--- src/rtl/wm_pkg.sv ---
// Shared types for the wash cycle sequencer: phase encoding, programme codes
// and the per-programme rinse/heat configuration.
package wm_pkg;

  typedef enum logic [2:0] {
    ST_IDLE  = 3'd0,
    ST_FILL  = 3'd1,
    ST_HEAT  = 3'd2,
    ST_WASH  = 3'd3,
    ST_RINSE = 3'd4,
    ST_SPIN  = 3'd5,
    ST_FAULT = 3'd6,
    ST_DONE  = 3'd7
  } wm_state_t;

  localparam logic [1:0] PROG_QUICK  = 2'd0;
  localparam logic [1:0] PROG_NORMAL = 2'd1;
  localparam logic [1:0] PROG_HEAVY  = 2'd2;

  typedef struct packed {
    logic       heat_en;
    logic [1:0] rinses;
  } prog_cfg_t;

  // Code 3 is not a programme of its own and behaves as normal.
  function automatic prog_cfg_t prog_cfg(input logic [1:0] prog);
    prog_cfg_t cfg;
    case (prog)
      PROG_QUICK: cfg = '{heat_en: 1'b0, rinses: 2'd1};
      PROG_HEAVY: cfg = '{heat_en: 1'b1, rinses: 2'd3};
      default:    cfg = '{heat_en: 1'b1, rinses: 2'd2};
    endcase
    return cfg;
  endfunction

endpackage

--- src/rtl/phase_timer.sv ---
// Phase timer: a TICK_DIV prescaler feeding an 8-bit unit down-counter.
// A load restarts the phase; hold freezes both counters.
module phase_timer #(
  parameter int TICK_DIV = 4
) (
  input  logic       clock,
  input  logic       reset_n,
  input  logic       load,
  input  logic [7:0] duration,
  input  logic       hold,
  output logic       tick,
  output logic       expire,
  output logic [7:0] remaining
);

  localparam logic [7:0] PRESC_LAST = 8'(TICK_DIV - 1);

  logic [7:0] presc_reg;
  logic [7:0] remaining_reg;

  if (TICK_DIV < 1 || TICK_DIV > 255) begin : g_bad_tick_div
    $error("phase_timer: TICK_DIV must lie in 1..255");
  end

  // An exhausted counter never ticks, so an idle timer stays quiet.
  assign tick      = !hold && (remaining_reg != 8'd0) && (presc_reg == PRESC_LAST);
  assign expire    = tick && (remaining_reg == 8'd1);
  assign remaining = remaining_reg;

  always_ff @(posedge clock or negedge reset_n) begin
    if (!reset_n) begin
      presc_reg     <= 8'd0;
      remaining_reg <= 8'd0;
    end else if (load) begin
      presc_reg     <= 8'd0;
      remaining_reg <= duration;
    end else if (!hold && remaining_reg != 8'd0) begin
      if (presc_reg == PRESC_LAST) begin
        presc_reg     <= 8'd0;
        remaining_reg <= remaining_reg - 8'd1;
      end else begin
        presc_reg <= presc_reg + 8'd1;
      end
    end
  end

endmodule

--- src/rtl/wash_cycle_sequencer.sv ---
// Wash programme sequencer: walks FILL, HEAT, WASH, RINSE xN, SPIN for the
// latched programme, with lid pause, cancel and sticky fault handling.
module wash_cycle_sequencer
  import wm_pkg::*;
#(
  parameter int TICK_DIV   = 4,
  parameter int FILL_TIME  = 3,
  parameter int HEAT_TIME  = 4,
  parameter int WASH_TIME  = 6,
  parameter int RINSE_TIME = 4,
  parameter int SPIN_TIME  = 5
) (
  input  logic       clock,
  input  logic       reset_n,
  input  logic       sig_Start,
  input  logic [1:0] program_sel,
  input  logic       sig_Lid_Closed,
  input  logic       sig_Cancel,
  input  logic       sig_Fault,
  input  logic       fault_Clear,
  output logic [2:0] state,
  output logic       busy,
  output logic       water_Valve,
  output logic       heater_On,
  output logic       motor_On,
  output logic [1:0] rinse_Count,
  output logic [7:0] remaining,
  output logic       phase_Done,
  output logic       cycle_Done
);

  if (2 * WASH_TIME > 255 || FILL_TIME > 255 || HEAT_TIME > 255 ||
      RINSE_TIME > 255 || SPIN_TIME > 255) begin : g_bad_duration
    $error("wash_cycle_sequencer: phase durations must fit in 8 bits");
  end

  localparam logic [7:0] FILL_UNITS   = 8'(FILL_TIME);
  localparam logic [7:0] HEAT_UNITS   = 8'(HEAT_TIME);
  localparam logic [7:0] WASH_UNITS   = 8'(WASH_TIME);
  localparam logic [7:0] WASH2_UNITS  = 8'(2 * WASH_TIME);
  localparam logic [7:0] RINSE_UNITS  = 8'(RINSE_TIME);
  localparam logic [7:0] SPIN_UNITS   = 8'(SPIN_TIME);

  wm_state_t  state_reg, state_next;
  logic [1:0] prog_reg, prog_next;
  logic [1:0] rinse_count_reg, rinse_count_next;

  prog_cfg_t  cfg;
  logic [7:0] wash_units;
  logic [2:0] rinse_done;
  logic       is_timed;
  logic       timer_load;
  logic [7:0] timer_duration;
  logic       timer_hold;
  logic       unit_tick;
  logic       timer_expire;
  logic       phase_end;
  logic [7:0] timer_remaining;

  assign cfg        = prog_cfg(prog_reg);
  assign wash_units = (prog_reg == PROG_HEAVY) ? WASH2_UNITS : WASH_UNITS;
  assign rinse_done = {1'b0, rinse_count_reg} + 3'd1;
  assign is_timed   = (state_reg >= ST_FILL) && (state_reg <= ST_SPIN);
  assign timer_hold = !is_timed || !sig_Lid_Closed;
  assign phase_end  = unit_tick && timer_expire;

  phase_timer #(
    .TICK_DIV (TICK_DIV)
  ) u_phase_timer (
    .clock     (clock),
    .reset_n   (reset_n),
    .load      (timer_load),
    .duration  (timer_duration),
    .hold      (timer_hold),
    .tick      (unit_tick),
    .expire    (timer_expire),
    .remaining (timer_remaining)
  );

  // Next-phase decode; every phase change reloads the timer in the same edge.
  always_comb begin
    state_next       = state_reg;
    prog_next        = prog_reg;
    rinse_count_next = rinse_count_reg;
    timer_load       = 1'b0;
    timer_duration   = 8'd0;
    case (state_reg)
      ST_IDLE: begin
        if (sig_Start && sig_Lid_Closed) begin
          state_next       = ST_FILL;
          prog_next        = program_sel;
          rinse_count_next = 2'd0;
          timer_load       = 1'b1;
          timer_duration   = FILL_UNITS;
        end
      end
      ST_FAULT: begin
        if (fault_Clear && !sig_Fault) begin
          state_next = ST_IDLE;
        end
      end
      ST_DONE: begin
        state_next = ST_IDLE;
      end
      default: begin
        if (sig_Fault) begin
          state_next = ST_FAULT;
          timer_load = 1'b1;
        end else if (sig_Cancel) begin
          state_next = ST_IDLE;
          timer_load = 1'b1;
        end else if (phase_end) begin
          timer_load = 1'b1;
          case (state_reg)
            ST_FILL: begin
              if (cfg.heat_en) begin
                state_next     = ST_HEAT;
                timer_duration = HEAT_UNITS;
              end else begin
                state_next     = ST_WASH;
                timer_duration = wash_units;
              end
            end
            ST_HEAT: begin
              state_next     = ST_WASH;
              timer_duration = wash_units;
            end
            ST_WASH: begin
              state_next     = ST_RINSE;
              timer_duration = RINSE_UNITS;
            end
            ST_RINSE: begin
              rinse_count_next = rinse_done[1:0];
              if (rinse_done < {1'b0, cfg.rinses}) begin
                state_next     = ST_RINSE;
                timer_duration = RINSE_UNITS;
              end else begin
                state_next     = ST_SPIN;
                timer_duration = SPIN_UNITS;
              end
            end
            default: begin
              state_next = ST_DONE;
            end
          endcase
        end
      end
    endcase
  end

  always_ff @(posedge clock or negedge reset_n) begin
    if (!reset_n) begin
      state_reg       <= ST_IDLE;
      prog_reg        <= PROG_NORMAL;
      rinse_count_reg <= 2'd0;
    end else begin
      state_reg       <= state_next;
      prog_reg        <= prog_next;
      rinse_count_reg <= rinse_count_next;
    end
  end

  // Outputs decode the registered phase; an open lid gates every actuator.
  assign state       = state_reg;
  assign busy        = (state_reg != ST_IDLE);
  assign water_Valve = (state_reg == ST_FILL) && sig_Lid_Closed;
  assign heater_On   = (state_reg == ST_HEAT) && sig_Lid_Closed;
  assign motor_On    = ((state_reg == ST_WASH) || (state_reg == ST_RINSE) ||
                        (state_reg == ST_SPIN)) && sig_Lid_Closed;
  assign rinse_Count = rinse_count_reg;
  assign remaining   = timer_remaining;
  assign phase_Done  = phase_end && (sig_Fault || !sig_Cancel);
  assign cycle_Done  = (state_reg == ST_DONE);

endmodule

--- config.mk ---
export PLATFORM = sky130hd
export DESIGN_NAME = wash_cycle_sequencer
export DESIGN_NICKNAME = d
export VERILOG_FILES = /design/src/rtl/wm_pkg.sv /design/src/rtl/phase_timer.sv /design/src/rtl/wash_cycle_sequencer.sv
export SDC_FILE = /design/constraint.sdc
export NUM_CORES = 1
export LEC_CHECK = 0
export ABC_CLOCK_PERIOD_IN_PS = 2550
export CAP_MARGIN = 15
export CORE_MARGIN = 1
export CORE_UTILIZATION = 28
export CTS_CLUSTER_DIAMETER = 40
export CTS_CLUSTER_SIZE = 8
export DETAILED_ROUTE_END_ITERATION = 7
export DONT_BUFFER_PORTS = 1
export GPL_ROUTABILITY_DRIVEN = 0
export PLACE_DENSITY = 0.42
export SLEW_MARGIN = 20
export SYNTH_ARGS = -nofsm -noshare
export SYNTH_HDL_FRONTEND = slang
export SYNTH_SLANG_ARGS = --single-unit
--- constraint.sdc ---
create_clock -name clock -period 2.55 [get_ports clock]
set_clock_uncertainty 0.05 [all_clocks]
set_input_delay 0.3825 -clock clock [delete_from_list [all_inputs] [get_ports clock]]
set_output_delay 0.3825 -clock clock [all_outputs]
set_load 0.05 [all_outputs]
Word level (Yosys, flattened, before mapping)
Index checks and enable logic that the tools add are counted.
{"block": "classes", "n_addsub": 3, "n_lt_le_gt_ge": 3, "n_eq_ne": 14, "muxes": 36, "bitwise": 1, "reduce_logical": 34}
{"operator": "2-to-1 mux 8 bit", "count": 6}
{"operator": "2-to-1 mux 4 bit", "count": 5}
{"operator": "one-hot mux 4 bit (4 select lines)", "count": 1}
{"operator": "2-to-1 mux 3 bit", "count": 5}
{"operator": "equality test 3 bit (second input constant)", "count": 4}
{"operator": "2-to-1 mux 2 bit", "count": 6}
{"operator": "one-hot mux 3 bit (4 select lines)", "count": 1}
{"operator": "logical AND 1 bit", "count": 11}
{"operator": "one-hot mux 3 bit (3 select lines)", "count": 1}
{"operator": "adder 8 x 1 -> 8 bit (second input constant)", "count": 1}
{"operator": "equality test 8 x 1 -> 1 bit (second input constant)", "count": 1}
{"operator": "equality test 8 x 2 -> 1 bit (second input constant)", "count": 1}
{"operator": "one-hot mux 4 bit (2 select lines)", "count": 1}
{"operator": "nonzero test 2 bit", "count": 4}
{"operator": "nonzero test 8 bit", "count": 1}
{"operator": "subtractor 8 x 1 -> 8 bit (second input constant)", "count": 1}
{"operator": "2-to-1 mux 1 bit", "count": 7}
{"operator": "equality test 3 x 2 -> 1 bit (second input constant)", "count": 2}
{"operator": "one-hot mux 3 bit (2 select lines)", "count": 1}
{"operator": "AND reduction 6 bit", "count": 1}
{"operator": "nonzero test 6 bit", "count": 1}
{"operator": "zero test 1 bit", "count": 5}
{"operator": "logical OR 1 bit", "count": 4}
{"operator": "inequality test 2 x 1 -> 1 bit (second input constant)", "count": 2}
{"operator": "16 further kinds", "count": 18}
{"block": "word_totals", "reg_bits": 23, "inputBits": 9, "out_inout_bits": 19, "elab_cells": 96}

Logic depth before layout (Yosys ltp)
Gate-level depths: netlist of run 1.
{"block": "depth", "ltp_word": 15, "ltp_mapped": 8, "mapped_depth_nobuf": 7}

Modules after synthesis
A second synthesis of run 1 with hierarchy kept.
{"block": "unflattened", "hier_cells": 197, "hier_area_um2": 1684.1}
{"module": "phase_timer", "n_inst": 1, "cells_each": 115, "area_each_um2": 1024.7, "seq_area_each_um2": 400.4}
{"module": "wash_cycle_sequencer", "n_inst": 1, "cells_each": 82, "area_each_um2": 659.4, "seq_area_each_um2": 176.4}

Worst setup path after synthesis of run 1
Ideal clock, no wire load.
{"block": "synth_path", "path_kind": "register -> output", "startpoint": "register state_reg[1] (netlist: state[1])", "endpoint": "output port phase_Done", "t_arrival_ns": 3.093, "t_required_ns": 2.118, "path_slack_ns": -0.976, "path_stages_with_launch": 7, "n_path_buf": 2, "path_cell_list": "dfrtp_1 clkbuf_1 or3_1 clkbuf_1 nand3_1 or4b_4 nor2_1"}
{"block": "synth_via", "elab_chain_cells": 10, "elab_cells_between_ends": 11, "cone_classes": "order compare (2); reduce/logical (9)"}
{"item": "start: declaration", "line": "wash_cycle_sequencer.sv:44", "text": "wm_state_t state_reg, state_next;"}
{"item": "start signal: assignment", "line": "wash_cycle_sequencer.sv:157", "text": "state_reg <= state_next;"}
{"item": ">= comparator 3 x 1 -> 1 bit / less-or-equal comparator 3 bit (equally long branches)", "line": "wash_cycle_sequencer.sv:63", "text": "assign is_timed = (state_reg >= ST_FILL) && (state_reg <= ST_SPIN);"}
{"item": "logical AND 1 bit (*)", "line": "wash_cycle_sequencer.sv:63"}
{"item": "zero test 1 bit (*)", "line": "wash_cycle_sequencer.sv:64", "text": "assign timer_hold = !is_timed || !sig_Lid_Closed;"}
{"item": "logical OR 1 bit (*)", "line": "wash_cycle_sequencer.sv:64"}
{"item": "zero test 1 bit (*)", "line": "phase_timer.sv:26", "text": "assign tick = !hold && (remaining_reg != 8'd0) && (presc_reg == PRESC_LAST);"}
{"item": "logical AND 1 bit (*) (2 in a row)", "line": "phase_timer.sv:26"}
{"item": "logical AND 1 bit", "line": "phase_timer.sv:27", "text": "assign expire = tick && (remaining_reg == 8'd1);"}
{"item": "logical AND 1 bit (*)", "line": "wash_cycle_sequencer.sv:65", "text": "assign phase_end = unit_tick && timer_expire;"}
{"item": "logical AND 1 bit (*)", "line": "wash_cycle_sequencer.sv:172", "text": "assign phase_Done = phase_end && (sig_Fault || !sig_Cancel);"}
{"item": "end: declaration", "line": "wash_cycle_sequencer.sv:28", "text": "output logic phase_Done,"}
Mark *: on every way between the ends. The rest lies on a longest branch, timed or not.

Worst setup path in the final report of run 1
{"block": "layout_path", "startpoint": "register u_phase_timer.remaining_reg[4] (netlist: u_phase_timer.remaining[4])", "endpoint": "output port phase_Done"}
{"block": "layout_via", "elab_chain_cells": 6, "elab_cells_between_ends": 7, "cone_classes": "eq/ne (1); reduce/logical (6)"}
{"item": "start: declaration", "line": "phase_timer.sv:19", "text": "logic [7:0] remaining_reg;"}
{"item": "start signal: assignment", "line": "phase_timer.sv:36", "text": "remaining_reg <= duration;"}
{"item": "start signal: assignment", "line": "phase_timer.sv:40", "text": "remaining_reg <= remaining_reg - 8'd1;"}
{"item": "nonzero test 8 bit", "line": "phase_timer.sv:26"}
{"item": "logical AND 1 bit (2 in a row)", "line": "phase_timer.sv:26"}
{"item": "logical AND 1 bit", "line": "phase_timer.sv:27"}
{"item": "logical AND 1 bit (*)", "line": "wash_cycle_sequencer.sv:65"}
{"item": "logical AND 1 bit (*)", "line": "wash_cycle_sequencer.sv:172"}
Marks and branches as above.

==> out/results.tsv, run 1 <==
stage	metric	value	unit
synthesis	area leader, netlist	dfrtp_1	
global_route	initial antenna violation count	0	
synthesis	YS warnings	0	
placement	dpl cells	278	
placement	DP HPWL	3.31	mm
synthesis	register area share after synthesis	35.7	%
status	outcome	complete, but fails checks	
clock_network	clk buf depth	2	
synthesis	syn nets	200	
critical_path	CP required	2.12	ns
clock_network	clk_lat worst skew	0.27	ns
drt	drt first pass iters	4	
sta	Setup WS post-layout	-0.206	ns
clock_network	H-Tree Depth	1	
drt	DRT antenna net count	0	
hold_path	worst min path class	input pin to flip-flop	
sta	RSZ-0062 raised after global routing	yes	
drt	DRC viols	0	
synthesis	Post-synth EDFFs	0	
floorplan	IO Pins	28	
synthesis	Synth Instances	185	
sta	# setup viols final	1	
sta	fmax	0.363	GHz
global_route	largest net degree at the start of global routing	24	
floorplan	core area	5540	um^2
floorplan	full die area	6080	um^2
drt	DR iter-0 viols	45	
floorplan	Die W	78.0	um
synthesis	Synth top area share	34.1	%
floorplan	die height	78.0	um
flow_run	Max-Cap Viols	0	
clock_network	cts bufs inserted	3	
critical_path	crit path capture type	output pin	
clock_network	clock sinks	23	
synthesis	post-synthesis average cell area	8.73	um^2
synthesis	synth top area cells	dfrtp_1, xnor2_1, o21ai_0	
pwr	Worst VDD drop	397	uV
synthesis	Syn Std Cell Area	1620	um^2
placement	Port Buf Inserts	0	
cells_and_area	most common cell after layout, fill and taps aside	buf_4	
global_route	GRT Total Usage	15.8	%
critical_path	crit path kind	flip-flop to output pin	
critical_path	CP Data Arrival Time	2.32	ns
global_route	first-pass GRT wire length	7.65	mm
cells_and_area	share of cells above drive strength 1	26.4	%
sta	fin crit period	2.76	ns
pwr	PwrDens	961	nW/um^2
drt	wire length per cell	15.3	um
synthesis	Cell variety after synth	52	
cells_and_area	commonest non-fill, non-tap cells in the layout	buf_4, dfrtp_1, nand2_1, nor2_1, o21ai_0	
cells_and_area	Syn-to-layout area delta	24.4	%
drt	final WL	4.34	mm
clock_network	Worst-path clk slew	0.09	ns
cells_and_area	final non-filler cell total	284	
sta	fin crit share	108	%
floorplan	initial core utilization	29.2	%
sta	Max-slew headroom	66.3	%
pwr	leak pwr	0.821	nW
clock_network	# Post-CTS Setup Buffers	0	
cells_and_area	Antenna diodes	0	
critical_path	worst-path maximum fanout	2	
sta	Fin. Hold Viols	0	
synthesis	#FFs+latches synth	23	
critical_path	Setup crit start kind	flip-flop	
global_route	vias in the first global route	1546	
sta	Worst-Margin Slew	0.509	ns
pwr	Final Power	1.93	mW
clock_network	CTS tree	done	
synthesis	predominant post-synthesis flop cell	dfrtp_1	
status	failing checks	setup timing	
synthesis	Synth async-reset ratio	100	%
sta	max-slew violations	0	
global_route	grt ovf	0	
floorplan	row count	27	
drt	via count	1526	
drt	drt via density	5.37	
cells_and_area	final-stage net count	228	
clock_network	Root Buffer Master	clkbuf_8	
[worst max-delay path: stages, from the launching register on]
cell and delay, ns:
dfrtp_2 0.41, or3_4 0.39, or4_4 0.44, or4b_4 0.55, nor2_4 0.12, buf_12 0.14
[layer usage]
metal / wire length [um] / GRT usage [%] / share of wire (%) / up-vias
met5: 0 / 0 / 0 / -
met4: 39 / 3.89 / 0.90 / 0
met3: 150 / 3.06 / 3.5 / 4
met2: 2130 / 27.0 / 49 / 26
met1: 2010 / 20.5 / 46 / 751
li1: - / - / - / 745
[area by class of cell]
| class | instances | area (um^2) |
|---|---|---|
| Tap cell | 72 | 90.1 |
| Timing Repair Buffer | 32 | 268 |
| Clock buffer | 3 | 41.3 |
| Clock inverter | 1 | 5.00 |
| Inverter | 7 | 26.3 |
| Fill cell | 588 | 3530 |
| Sequential cell | 23 | 582 |
| Multi-Input combinational cell | 146 | 997 |
[what timing repair did]
item,CTS,global route
pin swaps,1,0
endpoints found under the hold margin,23,0
cloned,0,0
gates resized for setup,2,0
endpoints found under the setup margin,2,1
hold buffers,2,0
[final timing paths]
check | startpoint | endpoint | slack [ns] | cells past startpoint
max | u_phase_timer.remaining[4] | phase_Done | -0.21 | 5
max reg2reg | u_phase_timer.remaining[4] | u_phase_timer.remaining[1] | 0.06 | 6
min in group asynchronous | reset_n | u_phase_timer.presc_reg[5] | 0.48 | 2
min reg2reg | u_phase_timer.presc_reg[7] | u_phase_timer.presc_reg[7] | 0.52 | 2
max in group asynchronous | reset_n | prog_reg[0] | 1.75 | 2
min | program_sel[1] | prog_reg[1] | 0.20 | 1
[where the power goes]
| part | switching [mW] | internal, mW |
|---|---|---|
| logic | 0.777 | 0.424 |
| clock network | 0.132 | 0.110 |
| registers | 0.0521 | 0.437 |
| total | 0.961 | 0.971 |
[cells in the mapped netlist, types with 3 or more instances]
master    count
a21oi_1      11
clkbuf_1      8
dfrtp_1      22
ha_1          5
inv_1         7
nand2_1      14
nand2b_1      4
nand3_1       7
nand4_1       3
nor2_1       15
nor3_1        3
nor4_1        8
o21ai_0      13
o31ai_1       4
or3_1         9
xnor2_1       8
[kinds of logic (layout without fill, tap and decap cells)]
family | Yosys count | in the layout | synth area share, %
buf+inv | 16 | 43 | 4.18
mux | 4 | 4 | 2.63
flops | 23 | 23 | 35.7
xor+xnor | 8 | 8 | 4.34
fa+ha+maj | 6 | 6 | 5.11
compound gates | 48 | 48 | 19.5
simple gates | 80 | 80 | 28.5
[stage by stage]
step | setup slack, ns | util (%) | instance area (um^2) | hold slack, ns | TNS [ns]
finish | -0.206 | 36.3 | 2010 | 0.203 | -0.206
CTS | -0.222 | 36.3 | 2010 | 0.201 | -0.222
detailed placement | 0.0130 | 34.8 | 1930 | 0.0380 | 0
floorplan | -0.343 | - | 1640 | 0.0369 | -0.343
global placement | 0.0537 | 34.8 | 1930 | 0.0378 | 0
global route | -0.278 | 36.3 | 2010 | 0.197 | -0.278
Note: power is estimated with default switching activity, not from simulation.
==> inputs of run 2 (changes only) <==
CTS_BUF_LIST = sky130_fd_sc_hd__clkbuf_8 sky130_fd_sc_hd__clkbuf_16   (was unset)
==> results of run 2 <==
The final DEF is identical to that of run 1; final timing and power are the same.
